### config.mk
export PLATFORM = sky130hd
export DESIGN_NAME = instr_encoder
export DESIGN_NICKNAME = d
export VERILOG_FILES = /design/src/rtl/enc_pkg.sv /design/src/rtl/enc_format.sv /design/src/rtl/instr_encoder.sv
export SDC_FILE = /design/constraint.sdc
export NUM_CORES = 1
export LEC_CHECK = 0
export BUFFER_PORTS_ARGS = -buffer_cell sky130_fd_sc_hd__buf_2
export CORE_ASPECT_RATIO = 1.75
export CORE_UTILIZATION = 50
export DETAILED_ROUTE_END_ITERATION = 6
export PLACE_DENSITY = 0.86
export SETUP_SLACK_MARGIN = 0.5
export SLEW_MARGIN = 20
export SYNTH_ARGS = -nofsm -noshare
export SYNTH_HDL_FRONTEND = slang
export SYNTH_SLANG_ARGS = --single-unit
### constraint.sdc
create_clock -name clk -period 5.3 [get_ports clk]
set_clock_uncertainty 0.05 [all_clocks]
set_input_delay 1.06 -clock clk [delete_from_list [all_inputs] [get_ports clk]]
set_output_delay 1.06 -clock clk [all_outputs]
set_load 0.1 [all_outputs]
### src/rtl/enc_pkg.sv
// Shared encoder types, opcodes and RV64I word-format helpers.
// Used by enc_format (word construction) and instr_encoder (FSM top).
package enc_pkg;

  localparam int unsigned INSTR_W = 32;
  localparam int unsigned REG_W   = 5;
  localparam int unsigned IMM_W   = 32;

  // Request kinds; codes 12..15 are undefined and encode as NOP with err.
  typedef enum logic [3:0] {
    K_OPIMM  = 4'd0,
    K_OPIMMW = 4'd1,
    K_LOAD   = 4'd2,
    K_JALR   = 4'd3,
    K_OP     = 4'd4,
    K_OPW    = 4'd5,
    K_STORE  = 4'd6,
    K_BRANCH = 4'd7,
    K_JAL    = 4'd8,
    K_LUI    = 4'd9,
    K_AUIPC  = 4'd10,
    K_LI     = 4'd11
  } enc_kind_t;

  typedef struct packed {
    enc_kind_t          kind;
    logic [2:0]         f3;
    logic               alt;
    logic [REG_W-1:0]   rd;
    logic [REG_W-1:0]   rs1;
    logic [REG_W-1:0]   rs2;
    logic [IMM_W-1:0]   imm;
  } enc_req_t;

  localparam logic [6:0] OPC_OPIMM  = 7'h13;
  localparam logic [6:0] OPC_OPIMMW = 7'h1B;
  localparam logic [6:0] OPC_LOAD   = 7'h03;
  localparam logic [6:0] OPC_JALR   = 7'h67;
  localparam logic [6:0] OPC_OP     = 7'h33;
  localparam logic [6:0] OPC_OPW    = 7'h3B;
  localparam logic [6:0] OPC_STORE  = 7'h23;
  localparam logic [6:0] OPC_BRANCH = 7'h63;
  localparam logic [6:0] OPC_JAL    = 7'h6F;
  localparam logic [6:0] OPC_LUI    = 7'h37;
  localparam logic [6:0] OPC_AUIPC  = 7'h17;

  localparam logic [6:0] F7_BASE = 7'h00;
  localparam logic [6:0] F7_ALT  = 7'h20;
  localparam logic [5:0] F6_BASE = 6'h00;
  localparam logic [5:0] F6_ALT  = 6'h10;

  localparam logic [INSTR_W-1:0] NOP_WORD = 32'h0000_0013;

  function automatic logic [31:0] fmt_r(input logic [6:0] f7, input logic [4:0] rs2,
                                        input logic [4:0] rs1, input logic [2:0] f3,
                                        input logic [4:0] rd, input logic [6:0] op);
    return {f7, rs2, rs1, f3, rd, op};
  endfunction

  function automatic logic [31:0] fmt_i(input logic [11:0] imm, input logic [4:0] rs1,
                                        input logic [2:0] f3, input logic [4:0] rd,
                                        input logic [6:0] op);
    return {imm, rs1, f3, rd, op};
  endfunction

  function automatic logic [31:0] fmt_s(input logic [11:0] imm, input logic [4:0] rs2,
                                        input logic [4:0] rs1, input logic [2:0] f3,
                                        input logic [6:0] op);
    return {imm[11:5], rs2, rs1, f3, imm[4:0], op};
  endfunction

  // Branch offsets are always even, so bit 0 is not carried.
  function automatic logic [31:0] fmt_b(input logic [12:1] imm, input logic [4:0] rs2,
                                        input logic [4:0] rs1, input logic [2:0] f3,
                                        input logic [6:0] op);
    return {imm[12], imm[10:5], rs2, rs1, f3, imm[4:1], imm[11], op};
  endfunction

  function automatic logic [31:0] fmt_u(input logic [19:0] imm, input logic [4:0] rd,
                                        input logic [6:0] op);
    return {imm, rd, op};
  endfunction

  function automatic logic [31:0] fmt_j(input logic [20:1] imm, input logic [4:0] rd,
                                        input logic [6:0] op);
    return {imm[20], imm[10:1], imm[11], imm[19:12], rd, op};
  endfunction

endpackage

### src/rtl/enc_format.sv
// Combinational request-to-word mapper.
// Ports: req_i (request), word0_o (first word), word1_o (queued ADDIW of a
// two-word LI), two_words_o (word1_o is valid), err0_o (range/kind error).
module enc_format
  import enc_pkg::*;
#(
  parameter bit CHECK_RANGE = 1'b1
) (
  input  enc_req_t     req_i,
  output logic [31:0]  word0_o,
  output logic [31:0]  word1_o,
  output logic         two_words_o,
  output logic         err0_o
);

  logic signed [31:0] simm;
  logic               fits_i;
  logic               fits_b;
  logic               fits_j;
  logic               fits_u;
  logic               is_shift;
  logic [5:0]         f6;
  logic [6:0]         f7;
  logic [19:0]        li_hi;
  logic               range_bad;
  logic               kind_bad;

  assign simm     = $signed(req_i.imm);
  assign fits_i   = (simm >= -32'sd2048) && (simm <= 32'sd2047);
  assign fits_b   = (simm >= -32'sd4096) && (simm <= 32'sd4095) && !req_i.imm[0];
  assign fits_j   = (simm >= -32'sd1048576) && (simm <= 32'sd1048575) && !req_i.imm[0];
  // Accept either an unsigned or a sign-extended 20-bit value.
  assign fits_u   = (req_i.imm[31:20] == 12'h000) || (req_i.imm[31:19] == 13'h1FFF);
  assign is_shift = (req_i.f3 == 3'b001) || (req_i.f3 == 3'b101);
  assign f6       = req_i.alt ? F6_ALT : F6_BASE;
  assign f7       = req_i.alt ? F7_ALT : F7_BASE;
  // Rounded upper part so that LUI hi + sext(lo) reconstructs imm (mod 2^32).
  assign li_hi    = 20'((req_i.imm + 32'h0000_0800) >> 12);

  // Per-kind word construction and range classification.
  always_comb begin
    word0_o     = NOP_WORD;
    word1_o     = '0;
    two_words_o = 1'b0;
    range_bad   = 1'b0;
    kind_bad    = 1'b0;
    case (req_i.kind)
      K_OPIMM: begin
        if (is_shift) begin
          word0_o   = fmt_i({f6, req_i.imm[5:0]}, req_i.rs1, req_i.f3, req_i.rd, OPC_OPIMM);
          range_bad = |req_i.imm[31:6];
        end else begin
          word0_o   = fmt_i(req_i.imm[11:0], req_i.rs1, req_i.f3, req_i.rd, OPC_OPIMM);
          range_bad = !fits_i;
        end
      end
      K_OPIMMW: begin
        if (is_shift) begin
          word0_o   = fmt_i({f6, 1'b0, req_i.imm[4:0]}, req_i.rs1, req_i.f3, req_i.rd,
                            OPC_OPIMMW);
          range_bad = |req_i.imm[31:5];
        end else begin
          word0_o   = fmt_i(req_i.imm[11:0], req_i.rs1, req_i.f3, req_i.rd, OPC_OPIMMW);
          range_bad = !fits_i;
        end
      end
      K_LOAD: begin
        word0_o   = fmt_i(req_i.imm[11:0], req_i.rs1, req_i.f3, req_i.rd, OPC_LOAD);
        range_bad = !fits_i;
      end
      K_JALR: begin
        word0_o   = fmt_i(req_i.imm[11:0], req_i.rs1, req_i.f3, req_i.rd, OPC_JALR);
        range_bad = !fits_i;
      end
      K_OP:  word0_o = fmt_r(f7, req_i.rs2, req_i.rs1, req_i.f3, req_i.rd, OPC_OP);
      K_OPW: word0_o = fmt_r(f7, req_i.rs2, req_i.rs1, req_i.f3, req_i.rd, OPC_OPW);
      K_STORE: begin
        word0_o   = fmt_s(req_i.imm[11:0], req_i.rs2, req_i.rs1, req_i.f3, OPC_STORE);
        range_bad = !fits_i;
      end
      K_BRANCH: begin
        word0_o   = fmt_b(req_i.imm[12:1], req_i.rs2, req_i.rs1, req_i.f3, OPC_BRANCH);
        range_bad = !fits_b;
      end
      K_JAL: begin
        word0_o   = fmt_j(req_i.imm[20:1], req_i.rd, OPC_JAL);
        range_bad = !fits_j;
      end
      K_LUI: begin
        word0_o   = fmt_u(req_i.imm[19:0], req_i.rd, OPC_LUI);
        range_bad = !fits_u;
      end
      K_AUIPC: begin
        word0_o   = fmt_u(req_i.imm[19:0], req_i.rd, OPC_AUIPC);
        range_bad = !fits_u;
      end
      K_LI: begin
        if (fits_i) begin
          word0_o = fmt_i(req_i.imm[11:0], 5'd0, 3'd0, req_i.rd, OPC_OPIMM);
        end else if (req_i.imm[11:0] == 12'h000) begin
          word0_o = fmt_u(li_hi, req_i.rd, OPC_LUI);
        end else begin
          word0_o     = fmt_u(li_hi, req_i.rd, OPC_LUI);
          word1_o     = fmt_i(req_i.imm[11:0], req_i.rd, 3'd0, req_i.rd, OPC_OPIMMW);
          two_words_o = 1'b1;
        end
      end
      default: kind_bad = 1'b1;
    endcase
    err0_o = kind_bad | (CHECK_RANGE & range_bad);
  end

endmodule

### src/rtl/instr_encoder.sv
// Encode-request to RV64I word stream with valid/ready on both sides.
// Ports: clk, reset (async, active-high), req_valid/req_ready/req (request
// side), instr_valid/instr_ready/instr/instr_last/err (word side).
module instr_encoder
  import enc_pkg::*;
#(
  parameter bit CHECK_RANGE = 1'b1
) (
  input  logic         clk,
  input  logic         reset,
  input  logic         req_valid,
  output logic         req_ready,
  input  enc_req_t     req,
  output logic         instr_valid,
  input  logic         instr_ready,
  output logic [31:0]  instr,
  output logic         instr_last,
  output logic         err
);

  localparam logic [1:0] S_EMPTY = 2'd0;
  localparam logic [1:0] S_FULL  = 2'd1;
  localparam logic [1:0] S_PEND  = 2'd2;

  logic [1:0]  state_q, state_d;
  logic        valid_q, valid_d;
  logic [31:0] instr_q, instr_d;
  logic        last_q,  last_d;
  logic        err_q,   err_d;
  logic [31:0] pend_q,  pend_d;

  logic [31:0] word0;
  logic [31:0] word1;
  logic        two_words;
  logic        err0;
  logic        accept;

  enc_format #(.CHECK_RANGE(CHECK_RANGE)) u_fmt (
    .req_i       (req),
    .word0_o     (word0),
    .word1_o     (word1),
    .two_words_o (two_words),
    .err0_o      (err0)
  );

  // A held word can be replaced in the same cycle it is consumed.
  assign req_ready = (state_q == S_EMPTY) || ((state_q == S_FULL) && instr_ready);
  assign accept    = req_valid && req_ready;

  // Next-state and output-register logic.
  always_comb begin
    state_d = state_q;
    valid_d = valid_q;
    instr_d = instr_q;
    last_d  = last_q;
    err_d   = err_q;
    pend_d  = pend_q;
    case (state_q)
      S_EMPTY, S_FULL: begin
        if ((state_q == S_FULL) && instr_ready) begin
          state_d = S_EMPTY;
          valid_d = 1'b0;
          instr_d = '0;
          last_d  = 1'b0;
          err_d   = 1'b0;
        end
        if (accept) begin
          state_d = two_words ? S_PEND : S_FULL;
          valid_d = 1'b1;
          instr_d = word0;
          last_d  = !two_words;
          err_d   = err0;
          if (two_words) pend_d = word1;
        end
      end
      S_PEND: begin
        if (instr_ready) begin
          state_d = S_FULL;
          instr_d = pend_q;
          last_d  = 1'b1;
          err_d   = 1'b0;
        end
      end
      default: begin
        state_d = S_EMPTY;
        valid_d = 1'b0;
      end
    endcase
  end

  // State and output registers.
  always_ff @(posedge clk or posedge reset) begin
    if (reset) begin
      state_q <= S_EMPTY;
      valid_q <= 1'b0;
      instr_q <= '0;
      last_q  <= 1'b0;
      err_q   <= 1'b0;
      pend_q  <= '0;
    end else begin
      state_q <= state_d;
      valid_q <= valid_d;
      instr_q <= instr_d;
      last_q  <= last_d;
      err_q   <= err_d;
      pend_q  <= pend_d;
    end
  end

  assign instr_valid = valid_q;
  assign instr       = instr_q;
  assign instr_last  = last_q;
  assign err         = err_q;

endmodule

==> impl_metrics.csv <==
group,metric,value,unit
floorplan,die_area,7430,um2
setup_path,reg2reg_from,"state_q[0]$_DFFE_PP0P_",
drt,avgRoutedWirePerCell,22.7,um
setup_path,crit_start,"req[30]",
cts,path_clk_slew,0.07,ns
global_route,grt-ovfl-total,0,
cts,htreeDepth,2,
floorplan,chipWidth,65.6,um
yosys,netlist_instances,381,
floorplan,start_util,0.516,
yosys,synth_common_cells,"dfrtp_1, nand2_1, nor2_1",
timing,hold_ws,0.423,ns
drt,drt_wl_total,12.3,mm
yosys,yosys.area_share.simple,0.182,
yosys,yosysMostFrequentCell,"dfrtp_1",
drt,vias,3722,
timing,hold_viol_final,0,
yosys,synth_mux_area_frac,0.0714,
run,drv_cap,0,
cts,cts_resized,0,
hold_path,holdCritPathClass,"reg2reg",
pwr,power.leakage,1.98,nW
hold_path,min_from,"instr_valid$_DFFE_PP0P_",
floorplan,rows,40,
timing,slew_viol_final,0,
pwr,power.density,356,nW/um2
cts,cts_tree,"built",
yosys,synthTopCellsByArea,"dfrtp_1, a222oi_1, a22oi_1",
layout,nFillCells,607,
yosys,yosysUniqueCellTypes,55,
timing,relSlewSlack,0.272,
layout,drive_gt1_frac,0.287,
layout,nets,516,
global_route,grt_pass1_wl,18.9,mm
yosys,synth_compound_area_frac,0.256,
cts,cts_buffers,5,
placed_design,post-dp-hpwl,9.08,mm
pwr,peakVddDrop,0.000182,V
setup_path,cp_max_fo,19,
timing,setup_ws,1.49,ns
outcome,run_status,"finished, violations left",
placed_design,port_buffers,94,
cts,cts_buffer_depth,2,
drt,viasPerCell,6.89,
layout,antenna_cells,0,
timing,min_period,3.81,ns
drt,ant_nets,0,
placed_design,pre_cts_ws,1.28,ns
timing,rsz0062_at_grt,"no",
setup_path,end_kind,"flop",
timing,tightest_slew,1.09,ns
cts,post_cts_buffers,0,
outcome,violations,"DRC",
layout,regArea,1350,um2
layout,syn_to_final_growth,19.1,%
yosys,synth_top_area_cell,"dfrtp_1",
setup_path,worstSetupPathType,"in2reg",
yosys,yosysSeqAreaShare,0.382,
global_route,grt.total_usage,0.345,
yosys,synth_edf_count,0,
setup_path,path_cells,"buf_2 -> nor4_1 -> nand3_1 -> nor3_1 -> a211o_1 -> or2_1 -> mux2_2",
setup_path,slowest_delay,0.90,ns
yosys,synthXorXnorAreaFrac,0.0470,
yosys,synthAdderAreaFrac,0.00707,
timing,clock.fmax,0.263,GHz
yosys,synth_top_family_by_area,"compound AO/OA/AOI/OAI gates",
yosys,syn_area_per_cell,9.29,um2
drt,drt_pass1_iterations,7,
timing,finalSetupViolCount,0,
cts,cts_root_buf,"clkbuf_16",
floorplan,io_pins,95,
setup_path,worstSetupStartpointType,"input port",
timing,min_period_over_period,0.718,
setup_path,slowest_stage,"or2_1",
drt,drtIter0Drc,515,
yosys,netlist_area,3540,um2
yosys,syn-num-nets,442,
setup_path,crit_required,5.43,ns
drt,drc,5,
yosys,yosys_warnings,0,
placed_design,gp_congestion,1.00,
floorplan,core_area,6860,um2
global_route,first_global_vias,3635,
yosys,synth_seq_cells,54,
cts,ctsHoldBuffers,0,
global_route,grt_max_degree,55,
setup_path,crit_arrival,3.94,ns
yosys,yosys.area.top_type_share,0.382,
cts,cts_sinks,54,
timing,fin_setup_tns,0,ns
pwr,power,1.50,mW
global_route,antenna_found_initial,0,
cts,clock_latency,0.30,ns
yosys,ys.flop_type,"dfrtp_1",
layout,multi_input_area,2000,um2
yosys,synthArstFlopShare,1.00,
floorplan,die_y,113,um
-- registers in the layout, indices dropped and copies added (netlist names) --
signal and flops:
state_q 2, err 1, instr 31, instr_last 1, instr_valid 1, pend_q 18
-- per-stage QoR --
| stage | util | instances | instance area, um2 |
|---|---|---|---|
| 2_1_floorplan | - | 381 | 3540 |
| 3_3_place_gp | 0.585 | 532 | 4010 |
| 3_5_place_dp | 0.585 | 532 | 4010 |
| 4_1_cts | 0.614 | 540 | 4210 |
| 5_1_grt | 0.614 | 540 | 4210 |
| 6_report | 0.614 | 540 | 4210 |
-- where the power goes --
part | switching [mW] | total [mW] | leakage [nW] | internal, mW
registers | 0.0453 | 0.524 | 0.692 | 0.479
logic | 0.405 | 0.535 | 1.19 | 0.129
clock network | 0.155 | 0.439 | 0.0971 | 0.284
-- layout by cell type (no fill, tap or decap), types with 3 or more instances in the layout --
cell,instances
o21ai_0,22
a31oi_1,4
o31ai_1,3
inv_1,12
nand2b_1,4
nor2_1,23
and3_1,7
mux2_4,8
o2bb2ai_1,4
buf_2,94
a32o_1,3
a222oi_1,20
dfrtp_1,54
xnor2_1,8
a21oi_1,9
clkbuf_16,5
a22oi_1,16
nand3_1,11
nor4_1,9
buf_4,4
a211o_1,4
mux2_2,10
a221oi_1,3
nor3_1,11
nand2_1,25
a21o_1,6
o221ai_1,9
a221o_1,4
or3_1,3
nor2b_1,9
xor2_1,11
nand4_1,9
-- per-layer routing --
layer | vias to the layer above | GRT usage | routed length, um
met4 | 0 | 0.272 | 1030
met2 | 278 | 0.570 | 6110
met5 | - | 0 | 0
met1 | 1748 | 0.381 | 4240
met3 | 73 | 0.0544 | 876
li1 | 1623 | - | -
-- cells by family after synthesis --
kind of cell / Yosys count
compound gates: 119
xor+xnor: 19
fa+ha+maj: 2
buf+inv: 45
flops: 54
mux: 20
simple gates: 122
-- worst paths after layout --
kind | slack [ns] | depth (start not counted) | to
min | 0.42 | 2 | instr_valid$_DFFE_PP0P_
min in group asynchronous | 0.89 | 3 | instr[24]$_DFFE_PP0P_
min reg2reg | 0.42 | 2 | instr_valid$_DFFE_PP0P_
max reg2reg | 2.10 | 6 | pend_q[21]$_DFFE_PP0N_
max in group asynchronous | 3.84 | 3 | instr[17]$_DFFE_PP0P_
max | 1.49 | 7 | pend_q[24]$_DFFE_PP0N_
-- final cells by class --
class / count / share of cell area
clock buffer: 6 / 0.0330
clock inverter: 2 / 0.0143
inverter: 14 / 0.0125
multi-input combinational: 282 / 0.476
sequential: 54 / 0.321
tap: 84 / 0.0249
timing repair buffer: 98 / 0.119
-- critical path: cells and delay by family --
family,cells,cell delay [ns]
and+or+nand+nor,4,1.90
muxes,1,0.43
AOI/OAI and AO/OA,1,0.42
buffers and inverters,1,0.13
Note: power is estimated with default switching activity, not from simulation.
